--- src/rtl/uart_tx_feeder.sv ---
// uart_tx_feeder
//   Buffered byte source for an 8N2 UART transmitter. Bytes arrive on a
//   valid/ready stream into a FIFO of 2**DEPTH_LOG2 entries. Each byte is then
//   launched to the UART with a one-cycle uart_transmit pulse. The next byte is
//   not launched until the UART has raised and then dropped its busy flag.
//
//   Optional feature macro: UART_TX_XONXOFF_EN
//     defined   : XOFF_CHAR / XON_CHAR seen on the UART receiver pause/resume
//                 launching (a frame already launched still completes).
//     undefined : paused is tied to 0; rx inputs and XON/XOFF chars are unused.
//
// Ports
//   clk, rst             clock, synchronous active-high reset
//   s_data/s_valid       byte stream in
//   s_ready              FIFO not full
//   uart_transmit        one-cycle launch pulse
//   uart_tx_byte         byte being sent; holds until the next load
//   uart_is_transmitting UART busy flag
//   uart_received        UART rx strobe (XON/XOFF only)
//   uart_rx_byte         UART rx byte (XON/XOFF only)
//   level                bytes held in FIFO (byte in flight excluded)
//   empty, full          FIFO status
//   paused               XOFF in force

module uart_tx_feeder #(
    parameter int         DEPTH_LOG2 = 4,
    parameter logic [7:0] XOFF_CHAR  = 8'h13,
    parameter logic [7:0] XON_CHAR   = 8'h11
) (
    input  logic                  clk,
    input  logic                  rst,
    input  logic [7:0]            s_data,
    input  logic                  s_valid,
    output logic                  s_ready,
    output logic                  uart_transmit,
    output logic [7:0]            uart_tx_byte,
    input  logic                  uart_is_transmitting,
    input  logic                  uart_received,
    input  logic [7:0]            uart_rx_byte,
    output logic [DEPTH_LOG2:0]   level,
    output logic                  empty,
    output logic                  full,
    output logic                  paused
);

    localparam int                    DEPTH      = 1 << DEPTH_LOG2;
    localparam logic [DEPTH_LOG2:0]   LEVEL_FULL = (DEPTH_LOG2 + 1)'(DEPTH);
    localparam logic [DEPTH_LOG2:0]   LEVEL_ONE  = (DEPTH_LOG2 + 1)'(1);
    localparam logic [DEPTH_LOG2-1:0] PTR_ONE    = DEPTH_LOG2'(1);

    typedef enum logic [1:0] {
        IDLE,
        LAUNCH,
        WAIT_BUSY,
        WAIT_DONE
    } state_t;

    state_t                state;
    logic [7:0]            mem [DEPTH];
    logic [DEPTH_LOG2-1:0] wr_ptr;
    logic [DEPTH_LOG2-1:0] rd_ptr;
    logic                  push;
    logic                  pop;
    logic                  launch_ok;

    assign full      = (level == LEVEL_FULL);
    assign empty     = (level == '0);
    assign s_ready   = !full;
    assign push      = s_valid && s_ready;
    assign launch_ok = !empty && !paused && !uart_is_transmitting;
    // The head byte leaves the FIFO on the same edge the FSM leaves IDLE.
    assign pop       = (state == IDLE) && launch_ok;

    // Storage has no reset; only the pointers define what is valid.
    always_ff @(posedge clk) begin
        if (push) begin
            mem[wr_ptr] <= s_data;
        end
    end

    // Pointers wrap naturally at DEPTH_LOG2 bits. A push can never coincide
    // with full (s_ready=0), so level cannot exceed LEVEL_FULL.
    always_ff @(posedge clk) begin
        if (rst) begin
            wr_ptr <= '0;
            rd_ptr <= '0;
            level  <= '0;
        end else begin
            if (push) begin
                wr_ptr <= wr_ptr + PTR_ONE;
            end
            if (pop) begin
                rd_ptr <= rd_ptr + PTR_ONE;
            end
            case ({push, pop})
                2'b10:   level <= level + LEVEL_ONE;
                2'b01:   level <= level - LEVEL_ONE;
                default: level <= level;
            endcase
        end
    end

    // Launch FSM. WAIT_BUSY guarantees the UART has actually picked up the
    // frame before WAIT_DONE looks for the falling edge of busy.
    always_ff @(posedge clk) begin
        if (rst) begin
            state         <= IDLE;
            uart_transmit <= 1'b0;
            uart_tx_byte  <= 8'h00;
        end else begin
            case (state)
                IDLE: begin
                    if (launch_ok) begin
                        uart_tx_byte  <= mem[rd_ptr];
                        uart_transmit <= 1'b1;
                        state         <= LAUNCH;
                    end
                end
                LAUNCH: begin
                    uart_transmit <= 1'b0;
                    state         <= WAIT_BUSY;
                end
                WAIT_BUSY: begin
                    if (uart_is_transmitting) begin
                        state <= WAIT_DONE;
                    end
                end
                WAIT_DONE: begin
                    if (!uart_is_transmitting) begin
                        state <= IDLE;
                    end
                end
                default: begin
                    uart_transmit <= 1'b0;
                    state         <= IDLE;
                end
            endcase
        end
    end

`ifdef UART_TX_XONXOFF_EN
    // Flow control only gates IDLE->LAUNCH through launch_ok, so a frame
    // already launched always runs to completion.
    always_ff @(posedge clk) begin
        if (rst) begin
            paused <= 1'b0;
        end else if (uart_received) begin
            if (uart_rx_byte == XOFF_CHAR) begin
                paused <= 1'b1;
            end else if (uart_rx_byte == XON_CHAR) begin
                paused <= 1'b0;
            end
        end
    end
`else
    assign paused = 1'b0;

    logic unused_xonxoff;
    assign unused_xonxoff = &{1'b0, uart_received, uart_rx_byte, XOFF_CHAR, XON_CHAR};
`endif

endmodule

--- config.mk ---
export PLATFORM = sky130hd
export DESIGN_NAME = uart_tx_feeder
export DESIGN_NICKNAME = d
export VERILOG_FILES = /design/src/rtl/uart_tx_feeder.sv
export SDC_FILE = /design/constraint.sdc
export NUM_CORES = 1
export LEC_CHECK = 0
export ABC_AREA = 1
export CAP_MARGIN = 20
export CORE_AREA = 2 2 115 117
export DETAILED_ROUTE_END_ITERATION = 10
export DIE_AREA = 0 0 117 119
export GPL_ROUTABILITY_DRIVEN = 1
export MAX_ROUTING_LAYER = met4
export PLACE_DENSITY = 0.76
export RECOVER_POWER = 100
export SYNTH_ARGS = -nofsm -noshare
export SYNTH_HDL_FRONTEND = slang
export SYNTH_SLANG_ARGS = --single-unit
export TNS_END_PERCENT = 1
--- constraint.sdc ---
create_clock -name clk -period 5.6 [get_ports clk]
set_clock_uncertainty 0.15 [all_clocks]
set_input_delay 1.12 -clock clk [delete_from_list [all_inputs] [get_ports clk]]
set_output_delay 1.12 -clock clk [all_outputs]
set_load 0.05 [all_outputs]
# Word level (Yosys, flattened, before mapping)
# Memories as Yosys holds them, arrays and structs flattened. A register that Yosys moved wholly into a read port is not among the register bits.
# Index checks and enable logic that the tools add are counted.
[totals]
reg_bits = 16
latchBits = 0
output_inout_bits = 18
n_memories = 1
romBits = 0
ram_bits = 128
[classes]
n_addsub = 4
bitwise = 0
n_div = 0
eq_ne = 9
shift = 0
order_cmp = 0
multipliers = 0
n_mux = 9
reduce_logical = 13
[memory_table]
columns = ["name", "depth", "width", "read_ports", "rd_ports_with_merged_regs", "write_ports", "line", "source"]
rows = [
  ["mem", 16, 8, 1, 1, 1, "59", "logic [7:0] mem [DEPTH];"],
]
[ops]
columns = ["cell", "n"]
rows = [
  ["$pmux 5 s2", 1],
  ["$add 4x1->4 const B", 2],
  ["$pmux 2 s4", 1],
  ["$eq 2x2->1 const B", 3],
  ["$mux 2", 3],
  ["$ne 2x2->1 const B", 3],
  ["$add 5x1->5 const B", 1],
  ["$eq 5x5->1 const B", 1],
  ["$logic_not 5->1", 1],
  ["$sub 5x1->5 const B", 1],
  ["$eq 2x1->1 const B", 2],
  ["$reduce_and 2->1", 2],
  ["$reduce_bool 2->1", 2],
  ["$logic_and 1x1->1", 3],
  ["$logic_not 1->1", 3],
  ["$mux 1", 3],
  ["$reduce_and 3->1", 1],
  ["$logic_not 2->1", 1],
  ["$pmux 1 s2", 1],
]

# Depth between registers and ports, before layout
# Gate-level depths: netlist of run 1.
[depth]
depth_word = 6
depth_mapped = 16
depth_no_buf = 15

# Worst setup path before layout of run 1
# OpenSTA, ideal clock, no wires.
[synth_timing]
kind = "register to output"
start = "register level[4]"
end = "output full"
stages_incl_launch_ff = 3
setup_slack_ns = 2.643
arrival_ns = 1.687
n_path_buf = 0
path_cell_list = "dfxtp_1 nand4_2 inv_1"
[synth_via]
elab_chain_len = 1
[synth_rtl]
columns = ["element", "line", "source"]
rows = [
  ["from (decl)", "40", "output logic [DEPTH_LOG2:0] level,"],
  ["from (signal assigned)", "96", "2'b10: level <= level + LEVEL_ONE;"],
  ["from (signal assigned)", "97", "2'b01: level <= level - LEVEL_ONE;"],
  ["from (signal assigned)", "98", "default: level <= level;"],
  ["$eq 5x5->1", "66", "assign full = (level == LEVEL_FULL);"],
  ["to (decl)", "42", "output logic full,"],
]
# Every way passes these cells.

# Final worst setup path of run 1
[layout_timing]
start = "register level[2]"
end = "output empty"
[layout_via]
elab_chain_len = 1
[layout_rtl]
columns = ["element", "line", "source"]
rows = [
  ["$logic_not 5->1", "67", "assign empty = (level == '0);"],
  ["to (decl)", "41", "output logic empty,"],
]
# Every way passes these cells.

==> impl_metrics.py, run 1 <==
metrics = {
    "yosys": {
        "syn-num-nets": 722,
        "synth_edf_count": 128,
        "seq_area_frac_synth": 0.637,
        "synthArstFlopShare": 0,
        "synthCells": 686,
        "synth_seq_cells": 152,
        "syn_area_per_cell_um2": 9.89,
        "ys_types": 29,
        "yosys_warnings": 0,
        "synth_ff_type": "edfxtp_1",
        "synthesis.area_um2": 6790,
    },
    "cells_and_area": {
        "fillCellCount": 997,
        "drive_above_1_share": 0.0554,
        "seqCellArea_um2": 4330,
        "nets": 745,
        "diodes": 0,
        "syn2layout_area_growth_pct": 14.2,
        "final_util": 0.602,
        "final_cells": 898,
        "multiInputGateArea_um2": 1900,
    },
    "drt": {
        "vias": 4713,
        "top_layer_used": "met4",
        "wl_met1_mm": 5.73,
        "viasPerCell": 5.25,
        "dr_wl_met2_mm": 7.85,
        "ant_nets": 0,
        "met3_wirelength_um": 932,
        "wl_per_cell_um": 16.7,
        "drt-total-wl_mm": 15.0,
        "route.detailed.drc": 0,
        "first_iter_violations": 360,
        "drt_first_pass_iters": 5,
    },
    "critical_path": {
        "start_kind": "flop",
        "critPathCapture": "empty",
        "criticalPathCategory": "reg -> out",
        "cp-startpoint": "level[2]",
        "critPathCaptureType": "output port",
        "r2r-end": "uart_tx_byte[6]",
        "ff2ff_setup_slack_ps": 2870,
        "cp_max_fo": 4,
        "reg2regPathDepth": 11,
        "cp.arrival_ps": 2070,
        "r2r-start": "rd_ptr[0]",
        "worstPathRequired_ps": 4330,
    },
    "min_path": {
        "holdPathStages": 2,
        "worstHoldPathType": "reg -> reg",
    },
    "sta": {
        "fin_setup_tns_ps": 0,
        "whs_ps": 349,
        "hold_viol_final": 0,
        "slew_headroom": 0.356,
        "setup_viol": 0,
        "slew_violations": 0,
        "worstMarginPinSlew_ps": 963,
        "period_share": 0.596,
        "post-route-min-period_ps": 3340,
        "max_clock_freq_ghz": 0.300,
        "rsz0062_at_grt": "false",
    },
    "global_route": {
        "grt_pass1_vias": 4642,
        "grt_overflow": 0,
        "grt_max_degree": 68,
        "grt_pass1_wl_mm": 23.7,
        "antenna_found_initial": 0,
        "grtUsageTotal": 0.237,
    },
    "cts": {
        "clk_pin_slew_ps": 60,
        "cts_resized": 0,
        "tritoncts": "yes",
        "cts_buffers": 17,
        "cts_sinks": 152,
        "holdBufCountCts": 0,
        "htreeDepth": 4,
        "cts_setup_buffers": 0,
        "cts_buffer_depth": 2,
        "cts_root_buffer": "clkbuf_16",
        "insertion_delay_ps": 420,
    },
    "die": {
        "chipWidth_um": 117,
        "die-area_um2": 13900,
        "core_area_um2": 12900,
        "start_util": 0.527,
        "ioPinCount": 39,
        "fp.dieH_um": 119,
        "num_rows": 42,
    },
    "run_status": {
        "run_status": "finished clean",
    },
    "placed_design": {
        "dp.final_hpwl_mm": 8.92,
        "portBuffers": 28,
        "dp_cells": 864,
        "globalplace.congestion": 0.919,
    },
    "power": {
        "pwr_density_cell_nw_per_um2": 458,
        "peakVddDrop_mv": 0.250,
        "power_leakage_nw": 3.30,
    },
    "job": {
        "max_cap_viol_count": 0,
    },
}
[placed cells by master, fill, tap and decap left out, drive strengths merged]
master and count:
conb 1, clkbuf 18, nand4 2, inv 100, clkinv 9, o21a 8
xnor2 1, o21ai 11, xor2 4, dlygate4sd3 28, a21oi 12, nand2 226
or2 1, dfxtp 24, fa 1, nand3 93, clkinvlp 4, nor2 28
ha 14, o21bai 1, bufinv 2, edfxtp 128, buf 4, nor3b 1
mux2i 1
[registers in the layout, indices dropped and copies added, names as in the netlist]
register       flops
uart_transmit      1
mem              128
level              5
rd_ptr             4
state              2
wr_ptr             4
uart_tx_byte       8
[worst min-delay path by stage]
stage / startpoint / end / slack [ps]
floorplan: wr_ptr[3] / wr_ptr[3] / 320
global placement: wr_ptr[3] / wr_ptr[3] / 340
detailed placement: wr_ptr[3] / wr_ptr[3] / 340
CTS: wr_ptr[3] / wr_ptr[3] / 350
global route: wr_ptr[3] / wr_ptr[3] / 400
finish: wr_ptr[3] / wr_ptr[3] / 350
[critical path: stages (launching register included)]
cell and delay, ps:
dfxtp_1 340, nor2_1 230, nand4_2 140, inv_1 70, dlygate4sd3_1 860
[cells by family (layout without fill, tap and decap cells)]
group           count (synthesis)  after routing  synth area share
simple gates                  351            351             0.217
mux                             1              1           0.00147
other cells                     1              1          0.000552
flops                         152            152             0.637
buf+inv                       129            165            0.0815
fa+ha+maj                      15             15            0.0288
xor+xnor                        5              5           0.00645
compound gates                 32             32            0.0269
[layout make-up]
type / count / area share
Clock buffer: 17 / 0.0549
Clock inverter: 15 / 0.0194
Inverter: 100 / 0.0484
Multi-Input combinational cell: 405 / 0.245
Sequential cell: 152 / 0.558
Tap cell: 176 / 0.0284
Timing Repair Buffer: 33 / 0.0457
[synthesized netlist by cell type (2+ instances only)]
cell type / instances / area [um^2]
xor2_1: 4 / 35.0
nand3_1: 93 / 465
buf_6: 2 / 22.5
buf_4: 10 / 75.1
edfxtp_1: 128 / 3840
o21ai_0: 11 / 55.1
o21a_1: 8 / 60.1
ha_1: 14 / 175
inv_1: 94 / 353
nand4_2: 2 / 25.0
inv_2: 3 / 11.3
clkinv_1: 3 / 11.3
nor2_1: 27 / 101
clkbuf_1: 3 / 11.3
dfxtp_1: 24 / 480
buf_2: 13 / 65.1
nand2_1: 224 / 841
a21oi_1: 12 / 60.1
[per-layer routing]
metal,vias to the layer above,global-route usage
li1,2269,-
met1,2219,0.282
met2,186,0.396
met3,39,0.0504
met4,0,0.0890
met5,-,-
[power by group]
part           total, mW  internal (mW)  leakage [nW]  switching, mW
Clock               1.11          0.654         0.269          0.451
Combinational       1.09          0.332          1.67          0.763
Sequential          1.35           1.30          1.35         0.0479
[stage by stage]
stage                     power, mW  instance area (um^2)  setup slack, ps
final                          3.55                  7750             2260
after global routing           3.70                  7750             2110
after CTS                      3.54                  7710             2310
after detailed placement       2.45                  7130             2060
after global placement         2.40                  7130             2180
after floorplan                2.17                  6790             2640
Note: power is estimated with default switching activity, not from simulation.
==> run 2: changes to the inputs <==
clock period = 3.3 ns   (was 5.6 ns; I/O delays follow)
==> run 2 against run 1 <==
  * Sequential share of layout area is 0.44 points lower
  * Sequential power up 70%
  * Non-clock buffer count up 3
  * Cell area up 0.76%
  * Register-to-register slack worse by 2200 ps
  * Final cell count is 0.33% higher
  * Global-route usage decreased by 0.59 points
  * Largest power group unchanged
  * Largest cell class unchanged
==> impl_metrics.py, run 2 (synthesis results as in run 1) <==
metrics = {
    "run_status": {
        "run_status": "finished clean",
    },
    "power": {
        "p_total_mw": 6.21,
        "switchingPower_mw": 2.10,
        "pwr_density_cell_nw_per_um2": 795,
        "pwr-share-clk": 0.336,
        "peakVddDrop_mv": 0.538,
        "combPwrFrac": 0.294,
        "p_int_mw": 4.11,
        "swShare": 0.338,
        "power_leakage_nw": 3.33,
        "seqPwrFrac": 0.369,
    },
    "cells_and_area": {
        "largest_reg_flops": 128,
        "final_cell_mix": "nand2_1, edfxtp_1, inv_1",
        "nets": 748,
        "drive_above_1_share": 0.0579,
        "syn2layout_area_growth_pct": 15.0,
        "diodes": 0,
        "final_util": 0.606,
        "top_register": "mem",
        "final_common_cell": "nand2_1",
        "largestRegisters": "mem x128, uart_tx_byte x8, level x5",
    },
    "cts": {
        "tritoncts": "yes",
        "htreeDepth": 4,
        "cts_buffers": 17,
        "clk_pin_slew_ps": 60,
        "cts_root_buffer": "clkbuf_16",
        "cts_sinks": 152,
        "insertion_delay_ps": 420,
        "cts_resized": 0,
        "cts_setup_buffers": 0,
        "cts_buffer_depth": 2,
        "holdBufCountCts": 0,
    },
    "sta": {
        "max_clock_freq_ghz": 0.352,
        "slew_violations": 0,
        "setup_viol": 0,
        "whs_ps": 371,
        "rsz0062_at_grt": "false",
        "period_share": 0.862,
        "slew_headroom": 0.0496,
        "post-route-min-period_ps": 2840,
        "worstMarginPinSlew_ps": 1430,
        "timing.final.ws_setup_ps": 457,
        "fin_setup_tns_ps": 0,
        "hold_viol_final": 0,
    },
    "global_route": {
        "grt_pass1_vias": 4639,
        "grtUsageTotal": 0.231,
        "grt_pass1_wl_mm": 23.2,
        "antenna_found_initial": 0,
        "grt_max_degree": 67,
        "grt_overflow": 0,
    },
    "job": {
        "max_cap_viol_count": 0,
    },
    "die": {
        "ioPinCount": 39,
        "start_util": 0.527,
        "core_area_um2": 12900,
        "fp.dieH_um": 119,
        "chipWidth_um": 117,
        "die-area_um2": 13900,
        "num_rows": 42,
    },
    "critical_path": {
        "r2r-end": "level[4]",
        "worstPathRequired_ps": 2490,
        "criticalPathCategory": "reg -> out",
        "critPathCaptureType": "output port",
        "cp.arrival_ps": 2030,
        "r2r-start": "level[2]",
        "start_kind": "flop",
        "ff2ff_setup_slack_ps": 720,
        "cp-startpoint": "level[2]",
        "reg2regPathDepth": 14,
        "cp_max_fo": 4,
    },
    "drt": {
        "ant_nets": 0,
        "route.detailed.drc": 0,
        "viasPerCell": 5.23,
        "drt-total-wl_mm": 14.7,
        "drt_first_pass_iters": 5,
        "vias": 4712,
        "wl_per_cell_um": 16.3,
        "first_iter_violations": 356,
    },
    "min_path": {
        "hold_end": "wr_ptr[3]",
        "holdPathStages": 2,
        "min_from": "wr_ptr[3]",
        "worstHoldPathType": "reg -> reg",
    },
    "placed_design": {
        "portBuffers": 28,
        "dp.final_hpwl_mm": 8.91,
        "globalplace.congestion": 0.923,
        "dpl_worst_slack_ps": 247,
    },
}
==> run 2: layout make-up <==
class / instances / area, um^2
Clock inverter: 12 / 200
Clock buffer: 20 / 437
Timing Repair Buffer: 36 / 350
Tap cell: 176 / 220
Inverter: 100 / 375
Fill cell: 1008 / 5070
Sequential cell: 152 / 4320
Multi-Input combinational cell: 405 / 1900
==> run 2: power groups by stage <==
stage / logic [mW] / clock network (mW) / registers, mW
after floorplan: 1.13 / 0 / 2.56
after global placement: 1.75 / 0 / 2.33
after detailed placement: 1.80 / 0 / 2.34
after CTS: 1.83 / 2.10 / 2.30
after global routing: 2.01 / 2.18 / 2.31
final: 1.83 / 2.09 / 2.29
==> run 2: stage by stage <==
step | cell area (um^2) | instances
CTS | 7790 | 899
global placement | 7160 | 867
floorplan | 6790 | 686
global route | 7810 | 901
detailed placement | 7160 | 867
finish | 7810 | 901
==> run 2: per-layer routing <==
metal	part of all wire	track usage
met4	0.028	0.0853
met1	0.40	0.284
met5	0	-
met3	0.061	0.0519
met2	0.51	0.375
==> run 2: worst max path at each step <==
stage | endpoint | slack (ps)
2_1_floorplan | level[4] | 370
6_report | empty | 460
4_1_cts | full | 510
3_3_place_gp | level[4] | 350
5_1_grt | empty | 300
3_5_place_dp | level[4] | 250
==> run 2: critical path, stage by stage, from the launching register on <==
cell,delay [ps]
dfxtp_1,350
nor2_1,190
nand4_2,140
inv_1,70
dlygate4sd3_1,860
==> run 3: changes to the inputs <==
CORE_AREA = 2 2 149 151   (was 2 2 115 117)
DIE_AREA = 0 0 151 153   (was 0 0 117 119)
PLACE_DENSITY = 0.51   (was 0.76)
==> run 3 against run 2 <==
  * The flow now finishes with violations (max-capacitance violations, max-slew violations)
  * Via count down 4.9%
  * Cell area up 1.3%
  * Critical path depth unchanged
  * First-iteration DRC count up 8.1%
==> impl_metrics.py, run 3 (synthesis results as in run 1) <==
metrics = {
    "cells_and_area": {
        "top_register": "mem",
        "final_cell_mix": "nand2_1, edfxtp_1, inv_1",
        "final_common_cell": "nand2_1",
        "nets": 762,
        "drive_above_1_share": 0.0474,
        "largestRegisters": "mem x128, uart_tx_byte x8, level x5",
        "finish.instance_area_um2": 7910,
        "final_cells": 1019,
        "largest_reg_flops": 128,
        "diodes": 0,
        "syn2layout_area_growth_pct": 16.5,
        "final_util": 0.368,
    },
    "placed_design": {
        "place_area_um2": 7420,
        "dpl_worst_slack_ps": 296,
        "dp.final_hpwl_mm": 9.44,
        "globalplace.congestion": 0.845,
        "dp_cells": 987,
        "portBuffers": 28,
    },
    "global_route": {
        "grtUsageTotal": 0.148,
        "antenna_found_initial": 0,
        "grt_overflow": 0,
        "grt_pass1_vias": 4402,
        "grt_pass1_wl_mm": 24.5,
        "grt_max_degree": 67,
    },
    "drt": {
        "wl_per_cell_um": 15.2,
        "route.detailed.drc": 0,
        "vias": 4482,
        "ant_nets": 0,
        "drt-total-wl_mm": 15.5,
        "drt_first_pass_iters": 5,
        "viasPerCell": 4.40,
        "first_iter_violations": 385,
    },
    "critical_path": {
        "ff2ff_setup_slack_ps": 660,
        "critPathCaptureType": "output port",
        "r2r-end": "uart_tx_byte[4]",
        "worstPathRequired_ps": 2490,
        "critPathCapture": "full",
        "cp_max_fo": 5,
        "start_kind": "flop",
        "criticalPathCategory": "reg -> out",
        "reg2regPathDepth": 8,
        "r2r-start": "rd_ptr[0]",
        "cp-startpoint": "level[1]",
        "cp.arrival_ps": 2040,
    },
    "sta": {
        "setup_viol": 0,
        "worstMarginPinSlew_ps": 1520,
        "slew_headroom": -0.0150,
        "slew_violations": 67,
        "max_clock_freq_ghz": 0.351,
        "period_share": 0.863,
        "fin_setup_tns_ps": 0,
        "post-route-min-period_ps": 2850,
        "hold_viol_final": 0,
        "timing.final.ws_setup_ps": 452,
        "rsz0062_at_grt": "false",
    },
    "cts": {
        "cts_sinks": 152,
        "cts_buffers": 17,
        "htreeDepth": 4,
        "cts_setup_buffers": 0,
        "cts_resized": 0,
        "cts_buffer_depth": 2,
        "cts_root_buffer": "clkbuf_16",
        "clk_pin_slew_ps": 60,
        "tritoncts": "yes",
        "holdBufCountCts": 0,
        "insertion_delay_ps": 420,
    },
    "run_status": {
        "violations": "max-capacitance violations, max-slew violations",
        "run_status": "finished with violations",
    },
    "die": {
        "ioPinCount": 39,
        "chipWidth_um": 151,
        "num_rows": 54,
        "core_area_um2": 21500,
        "die-area_um2": 23100,
        "start_util": 0.316,
        "fp.dieH_um": 153,
    },
    "power": {
        "peakVddDrop_mv": 0.425,
        "power_leakage_nw": 3.31,
        "pwr_density_cell_nw_per_um2": 757,
    },
    "min_path": {
        "min_from": "wr_ptr[3]",
        "worstHoldPathType": "reg -> reg",
        "holdPathStages": 2,
    },
    "job": {
        "max_cap_viol_count": 1,
    },
}
-- run 3: cell types whose count changed in the layout (fill, tap and decap cells not counted), moves of 2 or more --
cell and change:
clkbuf_1 +15, clkinv_1 +5, bufinv_16 -2, clkinvlp_4 -2
-- run 3: cell type report --
cell class | count | area, um^2
Timing Repair Buffer | 50 | 395
Fill cell | 2188 | 13600
Clock buffer | 21 | 440
Inverter | 100 | 375
Multi-Input combinational cell | 405 | 1890
Tap cell | 280 | 350
Clock inverter | 11 | 130
Sequential cell | 152 | 4320
-- run 3: metal layers --
layer	vias to the layer above	part of all wire	track usage
li1	2293	-	-
met4	0	0.018	0.0498
met3	19	0.033	0.0284
met1	2108	0.44	0.180
met2	62	0.51	0.246
met5	-	0	-
-- run 3: metrics by stage --
step | power [mW] | hold WS (ps)
2_1_floorplan | 3.68 | 315
3_3_place_gp | 4.21 | 352
3_5_place_dp | 4.22 | 353
4_1_cts | 6.12 | 361
5_1_grt | 6.35 | 382
6_report | 5.99 | 359
-- run 3: worst max-delay path, stage by stage, from the launching register on --
cell and delay, ps:
dfxtp_1 360, nor2_1 170, nand4_1 150, inv_1 70, dlygate4sd3_1 870
-- run 3: worst min-delay path by stage --
stage,endpoint,slack (ps)
2_1_floorplan,wr_ptr[3],320
6_report,wr_ptr[3],360
3_3_place_gp,wr_ptr[3],350
3_5_place_dp,wr_ptr[3],350
4_1_cts,wr_ptr[3],360
5_1_grt,wr_ptr[3],380
-- run 3: power breakdown --
part,internal [mW],total [mW],switching (mW)
logic,0.549,1.80,1.25
clock network,1.18,1.90,0.720
registers,2.21,2.29,0.0815
